<file path="config.mk">
export PLATFORM = sky130hd
export DESIGN_NAME = sevenseg_capture
export DESIGN_NICKNAME = d
export VERILOG_FILES = /design/src/rtl/sevenseg_pkg.sv /design/src/rtl/seg_decode.sv /design/src/rtl/sevenseg_capture.sv
export SDC_FILE = /design/constraint.sdc
export NUM_CORES = 1
export LEC_CHECK = 0
export CAP_MARGIN = 40
export CORE_MARGIN = 5
export CORE_UTILIZATION = 25
export DETAILED_ROUTE_END_ITERATION = 10
export SKIP_CTS_REPAIR_TIMING = 1
export SYNTH_ARGS = -nofsm -noshare
export SYNTH_HDL_FRONTEND = slang
export SYNTH_SLANG_ARGS = --single-unit
</file>
<file path="constraint.sdc">
create_clock -name clk -period 2.1 [get_ports clk]
set_clock_uncertainty 0.1 [all_clocks]
set_input_delay 0.42 -clock clk [delete_from_list [all_inputs] [get_ports clk]]
set_output_delay 0.42 -clock clk [all_outputs]
set_load 0.05 [all_outputs]
</file>
<file path="src/rtl/sevenseg_pkg.sv">
// rtl/sevenseg_pkg.sv - shared constants and helpers for the seven-segment readback decoder
package sevenseg_pkg;

  // Active-low cathode patterns, bit6=g ... bit0=a
  localparam logic [6:0] SEG_0     = 7'b1000000;
  localparam logic [6:0] SEG_1     = 7'b1111001;
  localparam logic [6:0] SEG_2     = 7'b0100100;
  localparam logic [6:0] SEG_3     = 7'b0110000;
  localparam logic [6:0] SEG_4     = 7'b0011001;
  localparam logic [6:0] SEG_5     = 7'b0010010;
  localparam logic [6:0] SEG_6     = 7'b0000010;
  localparam logic [6:0] SEG_7     = 7'b1111000;
  localparam logic [6:0] SEG_8     = 7'b0000000;
  localparam logic [6:0] SEG_9     = 7'b0010000;
  localparam logic [6:0] SEG_BLANK = 7'b1111111;

  // Digit slot indices, matching anode bit positions
  localparam logic [1:0] DIG_MIN_TEN = 2'd3;
  localparam logic [1:0] DIG_MIN_ONE = 2'd2;
  localparam logic [1:0] DIG_SEC_TEN = 2'd1;
  localparam logic [1:0] DIG_SEC_ONE = 2'd0;

  localparam logic [3:0] DIGIT_INVALID = 4'hF;

  typedef enum logic [1:0] {
    ANODE_IDLE  = 2'd0,
    ANODE_ONE   = 2'd1,
    ANODE_MULTI = 2'd2
  } anode_kind_e;

  // Classify an active-low anode sample: none, exactly one, or several digits enabled
  function automatic anode_kind_e anode_kind(input logic [3:0] anode);
    case (anode)
      4'b1111:                            return ANODE_IDLE;
      4'b1110, 4'b1101, 4'b1011, 4'b0111: return ANODE_ONE;
      default:                            return ANODE_MULTI;
    endcase
  endfunction

  // Slot index of the single low anode; only meaningful when anode_kind is ANODE_ONE
  function automatic logic [1:0] anode_index(input logic [3:0] anode);
    case (anode)
      4'b0111: return DIG_MIN_TEN;
      4'b1011: return DIG_MIN_ONE;
      4'b1101: return DIG_SEC_TEN;
      default: return DIG_SEC_ONE;
    endcase
  endfunction

endpackage

</file>
<file path="src/rtl/seg_decode.sv">
// rtl/seg_decode.sv - combinational cathode pattern to BCD/blank/error lookup
module seg_decode
  import sevenseg_pkg::*;
(
  input  logic [6:0] cathode,
  output logic [3:0] value,
  output logic       blank,
  output logic       err
);

  // Anything not in the table is flagged invalid
  always_comb begin
    value = DIGIT_INVALID;
    blank = 1'b0;
    err   = 1'b1;
    case (cathode)
      SEG_0:     begin value = 4'd0; err = 1'b0; end
      SEG_1:     begin value = 4'd1; err = 1'b0; end
      SEG_2:     begin value = 4'd2; err = 1'b0; end
      SEG_3:     begin value = 4'd3; err = 1'b0; end
      SEG_4:     begin value = 4'd4; err = 1'b0; end
      SEG_5:     begin value = 4'd5; err = 1'b0; end
      SEG_6:     begin value = 4'd6; err = 1'b0; end
      SEG_7:     begin value = 4'd7; err = 1'b0; end
      SEG_8:     begin value = 4'd8; err = 1'b0; end
      SEG_9:     begin value = 4'd9; err = 1'b0; end
      SEG_BLANK: begin value = 4'd0; blank = 1'b1; err = 1'b0; end
      default:   begin value = DIGIT_INVALID; err = 1'b1; end
    endcase
  end

endmodule

</file>
<file path="src/rtl/sevenseg_capture.sv">
// rtl/sevenseg_capture.sv - debounced MM:SS frame capture from a muxed seven-segment bus (optional SEVENSEG_CAPTURE_BLINK_EN)
module sevenseg_capture
  import sevenseg_pkg::*;
#(
  parameter int STABLE_CYCLES  = 4,
  parameter int TIMEOUT_CYCLES = 4000000,
  parameter int BLINK_FRAMES   = 2
) (
  input  logic       clk,
  input  logic       reset_n,
  input  logic [3:0] anode,
  input  logic [6:0] cathode,
  output logic [3:0] min_ten,
  output logic [3:0] min_one,
  output logic [3:0] sec_ten,
  output logic [3:0] sec_one,
  output logic [3:0] blank,
  output logic       frame_valid,
  output logic       pattern_err,
  output logic       multi_err,
  output logic       display_off,
  output logic [3:0] blinking
);

  localparam int SW = $clog2(STABLE_CYCLES + 1);
  localparam int TW = $clog2(TIMEOUT_CYCLES + 1);
  localparam logic [SW-1:0] STABLE_MAX  = SW'(STABLE_CYCLES);
  localparam logic [TW-1:0] TIMEOUT_MAX = TW'(TIMEOUT_CYCLES);

  logic [10:0]       samp;
  logic [10:0]       samp_q;
  logic [SW-1:0]     stab_cnt;
  logic              same;
  logic              commit;
  logic              single_commit;
  logic              multi_commit;
  anode_kind_e       kind;
  logic [1:0]        slot_idx;

  logic [3:0]        dec_value;
  logic              dec_blank;
  logic              dec_err;

  logic [3:0][3:0]   slot_val;
  logic [3:0]        slot_blank;
  logic [3:0]        slot_err;
  logic [3:0]        seen;
  logic              frame_done;
  logic [3:0][3:0]   frame_dig;
  logic [TW-1:0]     tcnt;

  assign same       = (samp == samp_q);
  // The run commits exactly on the edge that brings the counter to its terminal value
  assign commit     = same && (stab_cnt == STABLE_MAX - SW'(1));
  assign kind       = anode_kind(samp[10:7]);
  assign slot_idx   = anode_index(samp[10:7]);
  assign single_commit = commit && (kind == ANODE_ONE);
  assign multi_commit  = commit && (kind == ANODE_MULTI);
  assign frame_done = (seen == 4'b1111);

  seg_decode u_decode (
    .cathode (samp[6:0]),
    .value   (dec_value),
    .blank   (dec_blank),
    .err     (dec_err)
  );

  // Register the bus and count how long the registered sample has held still
  always_ff @(posedge clk) begin
    if (!reset_n) begin
      samp     <= '1;
      samp_q   <= '1;
      stab_cnt <= '0;
    end else begin
      samp   <= {anode, cathode};
      samp_q <= samp;
      if (!same)
        stab_cnt <= SW'(1);
      else if (stab_cnt != STABLE_MAX)
        stab_cnt <= stab_cnt + SW'(1);
    end
  end

  // Per-slot staging buffers written by single-anode commits
  always_ff @(posedge clk) begin
    if (!reset_n) begin
      slot_val   <= '0;
      slot_blank <= '0;
      slot_err   <= '0;
    end else if (single_commit) begin
      slot_val[slot_idx]   <= dec_value;
      slot_blank[slot_idx] <= dec_blank;
      slot_err[slot_idx]   <= dec_err;
    end
  end

  // Frame assembly: publish once all four slots are seen; a same-edge commit seeds the next frame
  always_ff @(posedge clk) begin
    if (!reset_n) begin
      seen        <= '0;
      frame_dig   <= '0;
      blank       <= 4'hF;
      pattern_err <= 1'b0;
      frame_valid <= 1'b0;
    end else begin
      frame_valid <= frame_done;
      if (frame_done) begin
        frame_dig   <= slot_val;
        blank       <= slot_blank;
        pattern_err <= |slot_err;
      end
      seen <= (frame_done ? 4'b0000 : seen) |
              (single_commit ? (4'b0001 << slot_idx) : 4'b0000);
    end
  end

  // Sticky flag for a debounced sample with several digits enabled at once
  always_ff @(posedge clk) begin
    if (!reset_n)
      multi_err <= 1'b0;
    else if (multi_commit)
      multi_err <= 1'b1;
  end

  // Saturating inactivity timer; a single-anode commit beats the terminal count
  always_ff @(posedge clk) begin
    if (!reset_n) begin
      tcnt        <= '0;
      display_off <= 1'b0;
    end else if (single_commit) begin
      tcnt        <= '0;
      display_off <= 1'b0;
    end else if (tcnt != TIMEOUT_MAX) begin
      tcnt <= tcnt + TW'(1);
      if (tcnt == TIMEOUT_MAX - TW'(1))
        display_off <= 1'b1;
    end
  end

  assign min_ten = frame_dig[DIG_MIN_TEN];
  assign min_one = frame_dig[DIG_MIN_ONE];
  assign sec_ten = frame_dig[DIG_SEC_TEN];
  assign sec_one = frame_dig[DIG_SEC_ONE];

`ifdef SEVENSEG_CAPTURE_BLINK_EN
  localparam int BW = $clog2(BLINK_FRAMES + 1);
  localparam logic [BW-1:0] BLINK_MAX = BW'(BLINK_FRAMES);

  logic [3:0][BW-1:0] tog_cnt;
  logic [3:0]         blink_q;

  // Count frame-to-frame blank toggles per digit; an unchanged frame clears the digit
  always_ff @(posedge clk) begin
    if (!reset_n) begin
      tog_cnt <= '0;
      blink_q <= '0;
    end else if (frame_done) begin
      for (int i = 0; i < 4; i++) begin
        if (slot_blank[i] != blank[i]) begin
          if (tog_cnt[i] != BLINK_MAX) begin
            tog_cnt[i] <= tog_cnt[i] + BW'(1);
            if (tog_cnt[i] == BLINK_MAX - BW'(1))
              blink_q[i] <= 1'b1;
          end
        end else begin
          tog_cnt[i] <= '0;
          blink_q[i] <= 1'b0;
        end
      end
    end
  end

  assign blinking = blink_q;
`else
  // Blink detection compiled out; the parameter is still referenced so both builds share one interface
  assign blinking = 4'(BLINK_FRAMES) & 4'b0000;
`endif

endmodule

</file>
== Word level (Yosys, flattened, before mapping) ==
Cells that the tools add are included.

* Register bits after elaboration: 99
* Output and inout bits: 28
* Input port bits: 13
* Logic and storage cells: 80

* Reductions and logical operators: 12
* Add/sub/neg operators: 2
* Eq/ne operators: 24
* $lt $le $gt $ge: 2
* Shift-type cells: 1
* Mux-type cells: 16
* Bitwise gates (word level): 2

{| class="wikitable"
|+ Operators by type and width
! cell !! count
|-
| 4-bit case mux with 10 select lines || 1
|-
| 7-bit == test (second input constant) || 4
|-
| 22-bit by 1-bit adder with 22-bit output (second input constant) || 1
|-
| 22-bit == test (second input constant) || 1
|-
| 22-bit inequality test (second input constant) || 1
|-
| 7-bit by 5-bit == test with 1-bit output (second input constant) || 3
|-
| 4-bit == test (second input constant) || 5
|-
| 16-bit bitwise mux || 1
|-
| 7-bit by 6-bit == test with 1-bit output (second input constant) || 2
|-
| 4-bit two-way mux || 3
|-
| 11-bit == test || 1
|-
| 11-bit OR reduction || 1
|-
| 4-bit bitwise mux || 2
|-
| 4-bit demux with 2-bit select || 1
|-
| 4-bit OR reduction || 2
|-
| 7-bit by 2-bit == test with 1-bit output (second input constant) || 1
|-
| 7-bit logical NOT || 1
|-
| 2-bit case mux with 3 select lines || 1
|-
| 1-bit two-way mux || 5
|-
| 4-bit by 3-bit == test with 1-bit output (second input constant) || 1
|-
| 1-bit logical AND || 4
|-
| 4-bit bitwise OR || 1
|-
| 2-bit case mux with 2 select lines || 1
|-
| 2-bit AND reduction || 2
|-
| other kinds (12) || 13
|}

== Depth between registers and ports, before layout ==
Gate-level depths: netlist of run 1.

* Word-level depth: 7
* Depth in mapped cells: 7
* Gate-level depth less buffers: 7

== Modules after synthesis ==
Synthesis of run 1 repeated with hierarchy kept, for this count alone.

* Cell total of the unflattened synthesis: 462
* Area total of the unflattened synthesis: 4179.0 sq um

{| class="wikitable"
|+ Modules (own cells, without submodules)
! module !! times used !! seq. area each (sq um) !! area each (sq um) !! cells each
|-
| sevenseg_capture || 1 || 1981.9 || 3975.1 || 432
|-
| seg_decode || 1 || 0.0 || 203.9 || 30
|}

== Worst setup path before layout of run 1 ==
Ideal clock, no wire load.

* Kind: register to register
* From: reg samp[4]
* To: reg slot_val[2] (netlist name)
* Required time: 1860 ps
* Library setup time: 140 ps
* Path slack: 338 ps
* Buffers on the path: 1
* Cell stages (with the launch flop): 7
* Data arrival time: 1523 ps
* Clock period less this slack: 1762 ps
* Cell sequence: dfxtp_1 buf_6 or4b_1 o21ai_1 a31oi_1 nor3_2 a21oi_1

* Longest elaborated chain between the ends: 4
* Elaborated cells between the ends (all ways): 17
* Classes of those cells: eq/ne: 11; mux: 2; reduce/logical: 4

{| class="wikitable"
|+ Ends and longest elaborated chain
! item !! RTL line !! source
|-
| from (decl) || sevenseg_capture.sv:30 || <nowiki>logic [10:0] samp;</nowiki>
|-
| from (signal assigned) || sevenseg_capture.sv:75 || <nowiki>samp <= {anode, cathode};</nowiki>
|-
| 7-bit == test || seg_decode.sv:16 || <nowiki>case (cathode)</nowiki>
|-
| 2-bit OR reduction (no line) || -- ||
|-
| 4-bit case mux with 10 select lines || seg_decode.sv:16 ||
|-
| 16-bit bitwise mux || sevenseg_capture.sv:91 || <nowiki>slot_val[slot_idx] <= dec_value;</nowiki>
|-
| to (signal, indexed assignment) || sevenseg_capture.sv:91 ||
|-
| to (decl) || sevenseg_capture.sv:44 || <nowiki>logic [3:0][3:0] slot_val;</nowiki>
|}

Several ways; a longest one is shown, not always the timed one.
A chain may end at the register's enable or synchronous reset.

== Worst setup path in the final report of run 1 ==
* From: reg frame_dig (netlist bit min_one[0])
* To: out min_one[0]

{| class="wikitable"
|+ RTL lines
! item !! RTL line !! source
|-
| from (decl) || sevenseg_capture.sv:49 || <nowiki>logic [3:0][3:0] frame_dig;</nowiki>
|-
| from (signal assigned) || sevenseg_capture.sv:108 || <nowiki>frame_dig <= slot_val;</nowiki>
|-
| to (decl) || sevenseg_capture.sv:14 || <nowiki>output logic [3:0] min_one,</nowiki>
|}

No word-level cell between the ends.

==> results of run 1 <==
power breakdown:
group / internal, mW / total (mW) / switching [mW]
sequential: 1.90 / 1.95 / 0.0438
clock: 1.05 / 1.78 / 0.722
combinational: 0.120 / 0.266 / 0.146
total: 3.08 / 3.99 / 0.912
placed cells by master (no fill, tap or decap), drive strengths merged, types with 5 or more instances in the layout:
master / instances
xnor2: 18
inv: 8
dfxtp: 99
nor2: 50
clkdlybuf4s50: 33
nand3: 18
nand2: 58
nand2b: 24
a211oi: 9
ha: 5
o21ai: 10
and3: 7
clkbuf: 9
xor2: 17
a21oi: 32
and4: 12
nor3: 6
nand4: 11
buf: 16
mux2i: 9
cell type report:
cell class                 count  area, um^2  area share, %
inverter                       7       26.28         0.4972
clock inverter                 7       101.3          1.918
multi-input combinational    325        2173          41.12
sequential                    99        1989          37.64
clock buffer                   9       225.2          4.261
timing repair buffer          50       488.0          9.233
tap                          225       281.5          5.327
per-stage QoR:
| step | worst slack (ps) | cells | hold slack [ps] |
|---|---|---|---|
| after detailed placement | 59.67 | 704 | 348.7 |
| after global routing | 3.869 | 722 | 380.1 |
| after global placement | 108.7 | 704 | 347.7 |
| final | 85.51 | 722 | 356.9 |
| after floorplan | 337.6 | 462 | 328.8 |
| after CTS | 40.08 | 720 | 359.8 |
layer usage:
metal	GRT usage (%)	wire length [um]	up-vias
met4	3.081	160	0
met2	15.20	4189	74
li1	-	-	1636
met1	11.39	4216	1533
met3	2.755	422	20
met5	0	0	-
logic make-up after synthesis:
group	synth area share, %
other cells	0.08603
buf+inv	4.994
flops	45.46
mux	2.067
simple gates	26.61
fa+ha+maj	1.665
compound gates	9.501
xor+xnor	9.616
flip-flops by register name (all words and copies together), names as in the netlist, 11 cells and up:
name	flops
tcnt	22
slot_val	16
samp	11
samp_q	11
cells in the mapped netlist, types with 2 or more instances:
cell        n
o2111ai_1   3
buf_4       7
nor4_4      4
mux2i_1     9
o21ai_1     4
xor2_1     17
buf_2       3
a21oi_1    31
xnor2_2     5
nand2_1    58
nand2b_1   24
nor3_1      5
and4_1     11
dfxtp_1    99
nand3_1    17
inv_1       7
buf_6       6
nand4_4     2
clkbuf_1   15
o21ai_0     6
xnor2_1     9
nor2_1     50
nand4_1     9
ha_1        5
xnor2_4     4
a211oi_1    9
a31oi_1     4
nor2b_1     3
and3_1      7
nor4b_1     3
final timing paths:
path               from           to  slack, ps  cells after the start
max          min_one[0]   min_one[0]         90                      1
min          sec_ten[3]   sec_ten[3]        360                      2
max reg2reg     samp[2]  slot_val[3]        140                      5
min reg2reg  sec_ten[3]   sec_ten[3]        360                      2
==> results.toml, run 1 <==
[status]
outcome = "finished clean"

[logic_synthesis]
synth.largest_area_cell = "dfxtp_1"
synth_ff_type = "dfxtp_1"
ys_seq_elements = 99
synth_cell_types = 53
seq_area_frac_synth_pct = 45.46
ys_warn_count = 0
syn_avg_cell_area_um2 = 9.497
ys_top_cells_by_area = "dfxtp_1 45%, nand2_1 5.0%, nor2_1 4.3%"
syn-cell-area_um2 = 4359
netlist_instances = 459
async_reset_ff_share_pct = 0
synth_top_area_share_pct = 45.46
synth_edf_count = 0

[final_layout]
insertedDiodeCount = 0
fillerInstances = 1784
final_area_um2 = 5285
final_nets = 510
area_growth_pct = 21.24
finalCoreUtilization_pct = 30.77
drive_gt1_share_pct = 12.47

[setup_path]
critPathTopFamily = "buffers and inverters"
crit_slowest_cell = "clkdlybuf4s50_1"
endpoint_kind = "output port"
cp-start-kind = "register"
cp_max_fo = 2
slowest_delay_ps = 820
crit_arrival_ps = 1490
crit_type = "register to output port"
path_cells = "clkdlybuf4s50_1"
worstPathRequired_ps = 1580
critPathBufInv = 1

[floorplan]
rows = 48
ios = 41
core_area_um2 = 17180
die_x_um = 142.1
start_util_pct = 25.38
dieArea_um2 = 20180
fp.dieH_um = 142.1

[cts]
clockRootBuffer = "clkbuf_16"
h-tree-depth = 3
cts_tree = "built"
insertion_delay_ps = 340
clk_pin_slew_ps = 70
cts_buffer_depth = 2
clock_sinks = 99
numCtsBuffers = 9

[run]
max_cap_viol_count = 0

[worst_hold_path]
hold_class = "register to register"

[timing]
tightest_slew_ps = 571.8
period_minus_slack_ps = 2014
fin_crit_sh_pct = 95.93
fin_tns_setup_ps = 0
slew_viol_final = 0
rsz0062_at_grt = "false"
max_freq_mhz = 496.4
slew_headroom_pct = 61.70
setup_viol = 0
hold_viol = 0

[place]
hpwl_um = 6571
dpl-instance-area_um2 = 4931
globalplace.congestion = 0.8484
portBuffers = 36

[pwr]
p_leak_nw = 1.887
total_power_mw = 3.990
power.density_nw_per_um2 = 754.9
irDropWorstVdd_v = 0.0004119

[routing]
wirelength_um = 8989
vias_per_cell = 4.519
postRouteAntennaNets = 0
drt-initial-drc-count = 268
wl_per_cell_um = 12.45
vias = 3263
dr.pass1.iters = 4
drc = 0

[global_routing]
grt_max_degree = 40
first_global_vias = 3222
grt_use_total_pct = 9.175
overflow = 0
grt_pass1_wl_um = 15260
antenna_found_initial = 0
No activity file was read; power rests on OpenSTA's default activity.
==> inputs of run 2 (changes only) <==
- clock period: 2.1 -> 2 ns (I/O delays scaled with it)
==> results.toml, run 2 (same netlist as run 1, synthesis figures left out) <==
[cts]
h-tree-depth = 3
clock_sinks = 99
insertion_delay_ps = 350
cts_buffer_depth = 2
clk_pin_slew_ps = 70
clockRootBuffer = "clkbuf_16"
cts_tree = "built"
numCtsBuffers = 9

[setup_path]
cp_max_fo = 1
worstSetupPathDepth = 1
reg2reg_depth = 8
worstPathRequired_ps = 1500
endpoint_kind = "output port"
slowest_delay_ps = 790
crit_type = "register to output port"
critPathTopFamily = "buffers and inverters"
crit_slowest_cell = "clkdlybuf4s50_1"
path_cells = "clkdlybuf4s50_1"
critPathBufInv = 1
crit_arrival_ps = 1440
cp-start-kind = "register"

[timing]
slew_viol_final = 0
final.setup.worst_slack_ps = 60.83
fin_crit_sh_pct = 96.96
fin_tns_setup_ps = 0
period_minus_slack_ps = 1939
setup_viol = 0
hold_viol = 0
max_freq_mhz = 515.7
timing.hold.ws_ps = 358.3

[floorplan]
die_x_um = 142.1
rows = 48
start_util_pct = 25.38
dieArea_um2 = 20180
ios = 41
core_area_um2 = 17180
fp.dieH_um = 142.1

[final_layout]
instances_no_fill = 730
final_common_cell = "dfxtp_1"
area_growth_pct = 22.90
final_nets = 518
insertedDiodeCount = 0
most-common-layout-cells = "91 x dfxtp_1, 58 x nand2_1, 48 x nor2_1"
largest_register = "tcnt"
largestRegisters = "tcnt (22), slot_val (16)"
largest_register_ffs = 22
drive_gt1_share_pct = 19.01
final_area_um2 = 5358

[global_routing]
grt-busiest-layer = "met2"
first_global_vias = 3143
overflow = 0
use_met1_pct = 11.49
grt_use_met2_pct = 15.20
grt_pass1_wl_um = 15090
antenna_found_initial = 0
grt_use_total_pct = 9.175
grt_use_met3_pct = 2.722
grt_max_degree = 33

[routing]
postRouteAntennaNets = 0
wl_per_cell_um = 12.46
vias_per_cell = 4.440
drc = 0
vias = 3241
wirelength_um = 9097
drt-initial-drc-count = 168
dr.pass1.iters = 4

[place]
portBuffers = 36
hpwl_um = 6767
dpl-instance-area_um2 = 4956
dp_cells = 711
globalplace.congestion = 0.7769
place_ws_ps = -17.63

[pwr]
power.density_nw_per_um2 = 812.6
p_leak_nw = 1.957
irDropWorstVdd_v = 0.0004177

[run]
max_cap_viol_count = 0

[worst_hold_path]
hold_class = "register to register"
hold-path-cell-count = 2

[status]
outcome = "finished clean"
[run 2: power breakdown]
group          switching, mW  internal [mW]
Combinational          0.160          0.144
Sequential            0.0442           2.00
Clock                  0.748           1.26
[run 2: per-layer routing]
layer / wire [um] / up-vias
li1: - / 1645
met5: 0 / -
met3: 383 / 15
met2: 4273 / 62
met4: 159 / 0
met1: 4280 / 1519
[run 2: metrics by stage]
step / util (%) / power [mW]
4_1_cts: 30.89 / 4.394
6_report: 31.19 / 4.354
3_5_place_dp: 28.85 / 2.383
3_3_place_gp: 28.85 / 2.374
5_1_grt: 31.19 / 4.523
2_1_floorplan: - / 2.312
[run 2: final cells by class]
cell class,instances,area [um^2]
Clock buffer,10,239.0
Sequential cell,99,1994
Clock inverter,6,111.4
Inverter,7,26.28
Tap cell,225,281.5
Multi-Input combinational cell,325,2183
Timing Repair Buffer,58,521.8
Fill cell,1803,11820
[run 2: worst paths after layout]
kind,from,to,slack (ps)
max,frame_valid,frame_valid,60
min,min_one[2],min_one[2],360
max reg2reg,samp[2],slot_err[0],80
min reg2reg,min_one[2],min_one[2],360
==> inputs of run 3 (changes only) <==
==> constraint.sdc (replaced) <==
create_clock -name clk -period 2.5 [get_ports clk]
set_clock_uncertainty 0.1 [all_clocks]
set_input_delay 0.375 -clock clk [delete_from_list [all_inputs] [get_ports clk]]
set_output_delay 0.375 -clock clk [all_outputs]
set_load 0.05 [all_outputs]
==> results.toml, run 3 (same netlist as run 1, synthesis figures left out) <==
[timing]
slew_viol_final = 0
hold_viol = 0
fin_crit_sh_pct = 86.21
timing.hold.ws_ps = 354.0
slew_headroom_pct = 53.62
setup_viol = 0
max_freq_mhz = 464.0
fin_tns_setup_ps = 0
period_minus_slack_ps = 2155
tightest_slew_ps = 695.8
rsz0062_at_grt = "false"

[pwr]
power.density_nw_per_um2 = 643.2
total_power_mw = 3.340
pwr-share-comb_pct = 6.3
p_sw_mw = 0.7388
irDropWorstVdd_v = 0.0002884
intPower_mw = 2.601
pwr-share-clk_pct = 44.6
netSwitchingFraction_pct = 22.12
pwr-share-seq_pct = 49.0
p_leak_nw = 1.805

[cts]
clockRootBuffer = "clkbuf_16"
clock_sinks = 99
cts_tree = "built"
h-tree-depth = 3
clk_pin_slew_ps = 70
cts_buffer_depth = 2
insertion_delay_ps = 340
numCtsBuffers = 9

[place]
dpl-instance-area_um2 = 4866
globalplace.congestion = 0.8247
hpwl_um = 6430
portBuffers = 36
dp_cells = 698

[floorplan]
core_area_um2 = 17180
die_x_um = 142.1
fp.dieH_um = 142.1
ios = 41
rows = 48
start_util_pct = 25.38
dieArea_um2 = 20180

[global_routing]
first_global_vias = 3118
overflow = 0
grt_use_total_pct = 9.053
antenna_found_initial = 0
grt_max_degree = 40
grt_pass1_wl_um = 15050

[routing]
drt-initial-drc-count = 207
postRouteAntennaNets = 0
vias = 3200
wl_per_cell_um = 12.28
drc = 0
wirelength_um = 8771
vias_per_cell = 4.482
dr.pass1.iters = 4

[status]
outcome = "finished clean"

[setup_path]
worstPathRequired_ps = 2620
cp_max_fo = 9
crit_type = "register to register"
endpoint_kind = "register"
crit_arrival_ps = 2270
cp-start-kind = "register"

[final_layout]
largestRegisters = "tcnt (22), slot_val (16)"
largest_register_ffs = 22
instances_no_fill = 714
final_nets = 502
fillerInstances = 1823
final_common_cell = "dfxtp_1"
most-common-layout-cells = "99 x dfxtp_1, 58 x nand2_1, 50 x nor2_1"
insertedDiodeCount = 0
largest_register = "tcnt"
area_growth_pct = 19.12
final_area_um2 = 5192
drive_gt1_share_pct = 8.998

[worst_hold_path]
hold_class = "register to register"

[run]
max_cap_viol_count = 0
## run 3: changes by cell type in the layout (fill, tap and decap cells not counted), moves of 2 or more
cell and change:
buf_4 -34, dfxtp_2 -7, nor2_2 -2, clkdlybuf4s50_1 +23, dfxtp_1 +8, buf_12 -4, nor2_1 +2
## run 3: power by group through the flow
stage	clock network (mW)	registers, mW	logic, mW
finish	1.49	1.64	0.212
CTS	1.54	1.64	0.214
detailed placement	0	1.67	0.214
global route	1.61	1.64	0.232
floorplan	0	1.65	0.202
global placement	0	1.67	0.208
## run 3: metal layers
layer  vias to the layer above  global-route usage (%)  share of wire [%]  wire length [um]
met1                      1509                   11.89                 49              4301
met3                        12                   2.218                3.7               323
met5                         -                       0                  0                 0
met2                        58                   14.24                 46              3991
li1                       1621                       -                  -                 -
met4                         0                   3.737                1.8               154
## run 3: cell type report
class	instances	area, um^2	share of cell area [%]
timing repair buffer	42	405.4	7.807
inverter	7	26.28	0.5060
tap	225	281.5	5.422
clock buffer	11	242.7	4.675
sequential	99	1982	38.17
clock inverter	5	83.83	1.614
multi-input combinational	325	2171	41.81
## run 3: per-stage QoR
| step | utilization (%) | worst slack [ps] |
|---|---|---|
| after floorplan | - | 737.6 |
| after global placement | 28.33 | 364.8 |
| after detailed placement | 28.33 | 319.7 |
| after CTS | 30.23 | 297.6 |
| after global routing | 30.23 | 125.1 |
| final | 30.23 | 344.9 |
## run 3: final timing paths
check                                start             to  slack, ps  cells past startpoint
worst min-delay path            min_ten[2]     min_ten[2]        350                      2
worst max register to register     samp[5]  slot_blank[3]        340                      5
worst min register to register  min_ten[2]     min_ten[2]        350                      2
worst max-delay path               samp[5]  slot_blank[3]        340                      5
## run 3: worst max-delay path, stage by stage (launching register included)
cell and delay (ps):
dfxtp_1 630, xnor2_4 180, nand4_4 200, nor4_4 620, mux2i_1 240, nor2_1 50
